**config.mk**
```make
export PLATFORM = sky130hd
export DESIGN_NAME = board_reset_btn_conditioner
export DESIGN_NICKNAME = d
export VERILOG_FILES = /design/src/rtl/board_reset_btn_conditioner.sv
export SDC_FILE = /design/constraint.sdc
export NUM_CORES = 1
export LEC_CHECK = 0
export CORE_UTILIZATION = 25
export CTS_BUF_LIST = sky130_fd_sc_hd__clkbuf_4 sky130_fd_sc_hd__clkbuf_8
export DETAILED_ROUTE_END_ITERATION = 8
export GPL_ROUTABILITY_DRIVEN = 0
export PLACE_DENSITY_LB_ADDON = 0.15
export SETUP_SLACK_MARGIN = 0.2
export SLEW_MARGIN = 20
export SYNTH_ARGS = -nofsm -noshare
export SYNTH_HDL_FRONTEND = slang
export SYNTH_SLANG_ARGS = --single-unit
```
**constraint.sdc**
```tcl
create_clock -name clk_25mhz -period 2.3 [get_ports clk_25mhz]
set_clock_uncertainty 0.05 [all_clocks]
set_input_delay 0.345 -clock clk_25mhz [delete_from_list [all_inputs] [get_ports clk_25mhz]]
set_output_delay 0.345 -clock clk_25mhz [all_outputs]
set_load 0.01 [all_outputs]
```
**src/rtl/board_reset_btn_conditioner.sv**
```systemverilog
// Board reset sequencer and button conditioner for the clk_25mhz domain.
// Stretches reset until PLL lock is stable, then debounces buttons into levels and edge pulses.
module board_reset_btn_conditioner #(
    parameter int                  NUM_BTNS        = 7,
    parameter logic [NUM_BTNS-1:0] BTN_ACTIVE_LOW  = 7'b0000001,
    parameter int                  SYNC_STAGES     = 2,
    parameter int                  DEBOUNCE_CYCLES = 250000,
    parameter int                  RST_HOLD_CYCLES = 16
) (
    input  logic                clk_25mhz,
    input  logic                reset,
    input  logic                pll_locked,
    input  logic [NUM_BTNS-1:0] btn_raw,
    output logic                rst_out,
    output logic [NUM_BTNS-1:0] btn_level,
    output logic [NUM_BTNS-1:0] btn_press,
    output logic [NUM_BTNS-1:0] btn_release
);

    localparam int RST_W = $clog2(RST_HOLD_CYCLES + 1);
    localparam int DB_W  = $clog2(DEBOUNCE_CYCLES);

    localparam logic [RST_W-1:0] HOLD_MAX = RST_W'(RST_HOLD_CYCLES - 1);
    localparam logic [DB_W-1:0]  DB_MAX   = DB_W'(DEBOUNCE_CYCLES - 1);

    typedef enum logic {
        ST_HOLD = 1'b0,
        ST_RUN  = 1'b1
    } rst_state_t;

    rst_state_t          state_q, state_d;
    logic [RST_W-1:0]    hold_cnt_q, hold_cnt_d;

    logic [NUM_BTNS-1:0] sync_q [SYNC_STAGES];
    logic [NUM_BTNS-1:0] sync_d [SYNC_STAGES];
    logic [NUM_BTNS-1:0] btn_s;

    logic [DB_W-1:0]     db_cnt_q [NUM_BTNS];
    logic [DB_W-1:0]     db_cnt_d [NUM_BTNS];

    logic [NUM_BTNS-1:0] level_q, level_d;
    logic [NUM_BTNS-1:0] press_q, press_d;
    logic [NUM_BTNS-1:0] release_q, release_d;
    logic                hold_next;

    // Reset sequencer: rst_out is the registered HOLD state.
    always_comb begin
        state_d    = state_q;
        hold_cnt_d = hold_cnt_q;
        case (state_q)
            ST_HOLD: begin
                if (!pll_locked) begin
                    hold_cnt_d = '0;
                end else if (hold_cnt_q == HOLD_MAX) begin
                    state_d    = ST_RUN;
                    hold_cnt_d = '0;
                end else begin
                    hold_cnt_d = hold_cnt_q + RST_W'(1);
                end
            end
            ST_RUN: begin
                if (!pll_locked) begin
                    state_d    = ST_HOLD;
                    hold_cnt_d = '0;
                end
            end
            default: begin
                state_d    = ST_HOLD;
                hold_cnt_d = '0;
            end
        endcase
    end

    assign hold_next = (state_d == ST_HOLD);

    // Synchroniser chain; the last stage is polarity-normalised to 1 = pressed.
    always_comb begin
        sync_d[0] = btn_raw;
        for (int k = 1; k < SYNC_STAGES; k++) begin
            sync_d[k] = sync_q[k-1];
        end
        btn_s = sync_q[SYNC_STAGES-1] ^ BTN_ACTIVE_LOW;
    end

    // Per-button debounce: any disagreement shorter than the full window restarts the count.
    always_comb begin
        for (int i = 0; i < NUM_BTNS; i++) begin
            level_d[i]  = level_q[i];
            db_cnt_d[i] = db_cnt_q[i];
            if (btn_s[i] == level_q[i]) begin
                db_cnt_d[i] = '0;
            end else if (db_cnt_q[i] == DB_MAX) begin
                level_d[i]  = ~level_q[i];
                db_cnt_d[i] = '0;
            end else begin
                db_cnt_d[i] = db_cnt_q[i] + DB_W'(1);
            end
        end
    end

    // Pulses are masked by the next reset state so a pulse never coexists with rst_out=1.
    always_comb begin
        press_d   = level_d & ~level_q & {NUM_BTNS{~hold_next}};
        release_d = ~level_d & level_q & {NUM_BTNS{~hold_next}};
    end

    always_ff @(posedge clk_25mhz) begin
        if (reset) begin
            state_q    <= ST_HOLD;
            hold_cnt_q <= '0;
            for (int k = 0; k < SYNC_STAGES; k++) begin
                sync_q[k] <= BTN_ACTIVE_LOW;
            end
            for (int i = 0; i < NUM_BTNS; i++) begin
                db_cnt_q[i] <= '0;
            end
            level_q    <= '0;
            press_q    <= '0;
            release_q  <= '0;
        end else begin
            state_q    <= state_d;
            hold_cnt_q <= hold_cnt_d;
            for (int k = 0; k < SYNC_STAGES; k++) begin
                sync_q[k] <= sync_d[k];
            end
            for (int i = 0; i < NUM_BTNS; i++) begin
                db_cnt_q[i] <= db_cnt_d[i];
            end
            level_q    <= level_d;
            press_q    <= press_d;
            release_q  <= release_d;
        end
    end

    assign rst_out     = (state_q == ST_HOLD);
    assign btn_level   = level_q;
    assign btn_press   = press_q;
    assign btn_release = release_q;

endmodule

```
; ---- Word level (Yosys, flattened, before mapping)
; Memories as Yosys holds them, arrays and structs flattened.
; Cells that the tools add are included.
[totals]
n_memories = 2
reg_bits = 27
ram_bits = 140
inputBits = 10
out_inout_bits = 22
word_cells = 103
[op_classes]
n_eq_ne = 16
addsub = 8
n_bitwise = 24
muxes = 48
[memory_table]
columns = memory, depth, width, read_ports, rd_clocked_by_memory_dff, wr, line_no
row1 = db_cnt_q, 7, 18, 7, 0, 7, 38  ; logic [DB_W-1:0] db_cnt_q [NUM_BTNS];
row2 = sync_q, 2, 7, 2, 0, 2, 34  ; logic [NUM_BTNS-1:0] sync_q [SYNC_STAGES];
[op_table]
columns = op, n
row1 = $mux W18, 21
row2 = $add A18 B1 Y18 const B, 7
row3 = $eq A18 B18 Y1 const B, 7
row4 = $and A7 B7 Y7, 4
row5 = $mux W1, 20
row6 = $mux W5, 3
row7 = $mux W7, 2
row8 = $not A7 Y7, 2
row9 = $pmux W5 S2, 1
row10 = $not A1 Y1, 9
row11 = $or A1 B1 Y1, 9
row12 = $eq A1 B1 Y1, 7
row13 = $add A5 B1 Y5 const B, 1
row14 = $eq A5 B4 Y1 const B, 1
row15 = $ne A2 B2 Y1 const B, 1
row16 = $pmux W1 S2, 1

; ---- Longest topological paths before layout
[depth]
ltp_word = 6
mapped_depth = 7
mapped_depth_nobuf = 5

; ---- Worst setup path after synthesis
; Ideal clock, no wire load.
[synth_path]
kind = register to register
startpoint = memory db_cnt_q[0][0] (netlist bit)
endpoint = memory db_cnt_q[0][16] (netlist bit)
setup_time_ps = 115
synth_period_minus_slack_ps = 1876
stages_incl_launch_ff = 8
t_required_ps = 2135
t_arrival_ps = 1712
path_slack_ps = 424
cell_sequence = dfxtp_1 > ha_1 > and3_1 > nor4bb_1 > a21bo_2 > buf_4 > buf_6 > nor2_1
[synth_rtl]
columns = item, line_no
row1 = start: declaration, 38

==> results.py <==
metrics = {
    "outcome": {
        "status": "finished clean",
    },
    "clock_tree": {
        "clkSlewWorstSetupHoldPaths_ps": 90,
        "h-tree-depth": 4,
        "cts.path.max_buffers": 2,
        "cts_tree": "built",
        "cts_buffers": 17,
        "clkLatencyLatePin_ps": 450,
        "clockRootBuffer": "clkbuf_8",
        "cts_num_sinks": 167,
    },
    "sta": {
        "drv_slew": 0,
        "setup_ws_ps": 370.2,
        "fin_crit_ps": 1930,
        "worst_pin_slew_ps": 603.9,
        "whs_ps": 363.0,
        "finalSetupViolations": 0,
        "final.period_utilization": 0.8390,
        "final-hold-violation-count": 0,
        "fmax_mhz": 518.2,
        "setup_tns_ps": 0,
        "slew_headroom": 0.5974,
        "rsz0062_at_grt": "false",
    },
    "floorplanning": {
        "die_area_um2": 29400,
        "rows": 61,
        "die_y_um": 171.5,
        "ioPinCount": 32,
        "die_w_um": 171.5,
        "fp.coreArea_um2": 28010,
        "start_util": 0.2563,
    },
    "setup_path": {
        "arrival_ps": 2230,
        "startpoint": "db_cnt_q[4][5]",
        "ff2ff_setup_slack_ps": 370,
        "path_depth": 4,
        "cp-start-kind": "register",
        "path_buf_inv": 0,
        "r2r-end": "db_cnt_q[4][1]",
        "crit_end": "db_cnt_q[4][1]",
        "crit_type": "register to register",
        "critical-path-max-stage-delay_ps": 540,
        "path_cells": "or4b_1 -> nor4_2 -> nand4_1 -> and3_1",
        "reg2reg_from": "db_cnt_q[4][5]",
        "cp-end-kind": "register",
        "cp_top_family": "simple AND/OR/NAND/NOR gates",
        "slowest_stage": "or4b_1",
        "critical_path.max_fanout": 6,
        "reg2regPathDepth": 4,
        "worstPathRequired_ps": 2600,
    },
    "finish": {
        "antenna_cells": 0,
        "final_common_cell": "dfxtp_1",
        "post-route-util": 0.2987,
        "syn_to_final_growth_pct": 16.52,
        "fin_area_um2": 8366,
        "drive_gt1_frac": 0.07801,
        "mostFrequentLayoutCells": "dfxtp_1, nor2_1, xnor2_1",
        "fin_nets": 851,
    },
    "yosys": {
        "syn_area_per_cell_um2": 9.042,
        "synth_edf_count": 0,
        "synthArstFlopShare": 0,
        "ys_ff_latch": 167,
        "synth_cell_types": 53,
        "synth_nets": 812,
        "synthCells": 794,
        "synth_warnings": 0,
        "synth_area_um2": 7179,
        "yosysSeqAreaShare": 0.4657,
        "synthFlopType": "dfxtp_1",
    },
    "worst_hold_path": {
        "hold_class": "register to register",
        "holdPathStages": 1,
    },
    "flow_run": {
        "drv_cap": 0,
    },
    "drt": {
        "wire_per_inst_um": 12.61,
        "drt_iter0_markers": 192,
        "finalWirelength_mm": 15.44,
        "firstDrtPassIters": 4,
        "drc": 0,
        "vias_per_cell": 4.367,
        "ant_nets": 0,
        "vias": 5345,
    },
    "place": {
        "place_ws_ps": 280.7,
        "dp_hpwl_mm": 10.95,
        "numPortBuffers": 31,
        "place_area_um2": 7958,
    },
    "grt": {
        "antenna_found_initial": 0,
        "grt_max_degree": 36,
        "grt_pass1_vias": 5121,
        "grt_overflow": 0,
        "grt_pass1_wl_mm": 25.90,
        "gr-usage-all-layers": 0.1122,
    },
    "power_and_ir_drop": {
        "p_leak_nw": 2.535,
        "vdd_drop_max_v": 0.0002800,
        "p_per_area_nw_per_um2": 613.6,
    },
}
==> worst register-to-register path, stage by stage (launching register included) <==
cell	delay [ps]
dfxtp_1	370
or4b_1	540
nor4_2	310
nand4_1	280
and3_1	270
==> cells by family (layout without fill, tap and decap cells) <==
group / after synthesis / in the layout / share of synthesized area
simple gates: 423 / 423 / 0.3189
fa+ha+maj: 8 / 8 / 0.01394
xor+xnor: 102 / 102 / 0.1244
buf+inv: 41 / 93 / 0.02545
flops: 167 / 167 / 0.4657
compound gates: 47 / 47 / 0.04305
mux: 6 / 6 / 0.008540
==> metrics by stage <==
step	total power [mW]	cells
floorplan	3.030	794
global placement	3.069	1192
detailed placement	3.068	1192
CTS	5.252	1224
global route	5.398	1224
finish	5.133	1224
==> layout make-up <==
cell class,instances,area (um^2)
clock inverter,12,126.4
sequential,167,3343
inverter,16,60.06
clock buffer,20,275.3
timing repair buffer,45,427.9
multi-input combinational,586,3660
tap,378,473.0
fill,2973,19650
==> where the power goes <==
group	switching (mW)	internal, mW
sequential	0.0105	2.91
combinational	0.0430	0.0397
clock	1.09	1.05
total	1.14	3.99
==> state kept, by name, summed over array words and instances (netlist names) <==
signal / flops
btn_press: 7
sync_q: 14
btn_release: 7
state_q: 1
hold_cnt_q: 5
btn_level: 7
db_cnt_q: 126
==> how the worst min path moves through the flow <==
stage	end	start	slack (ps)
final	sync_q[0][7]	sync_q[0][0]	360
after global routing	sync_q[0][5]	btn_raw[5]	370
after CTS	sync_q[0][5]	btn_raw[5]	370
after detailed placement	sync_q[0][7]	sync_q[0][0]	350
after global placement	sync_q[0][7]	sync_q[0][0]	350
after floorplan	sync_q[0][7]	sync_q[0][0]	340
==> Yosys cell counts (all sizes together), types with 18 or more instances <==
master / instances / area [um^2]
and3: 18 / 112.6
nand4: 47 / 330.3
nand2b: 19 / 118.9
nand3: 39 / 200.2
nor2: 127 / 476.7
xnor2: 67 / 586.8
nor4: 37 / 252.7
nand2: 37 / 138.9
nor3: 31 / 155.2
xor2: 35 / 306.5
a21oi: 19 / 98.85
dfxtp: 167 / 3343
==> per-layer routing <==
metal	track usage	up-vias	wire length (um)
met2	0.1760	42	6999
met3	0.03244	8	441
li1	-	2865	-
met1	0.1476	2430	7798
met5	0	-	0
met4	0.03377	0	196
==> timing repair <==
action / 4_1_cts / 5_1_grt
hold buffers: 0 / 0
endpoints found under the setup margin: 0 / 17
endpoints found under the hold margin: 0 / 0
buffers inserted: 0 / 0
resized for setup: 0 / 1
Power figures use the tool's default switching activity.
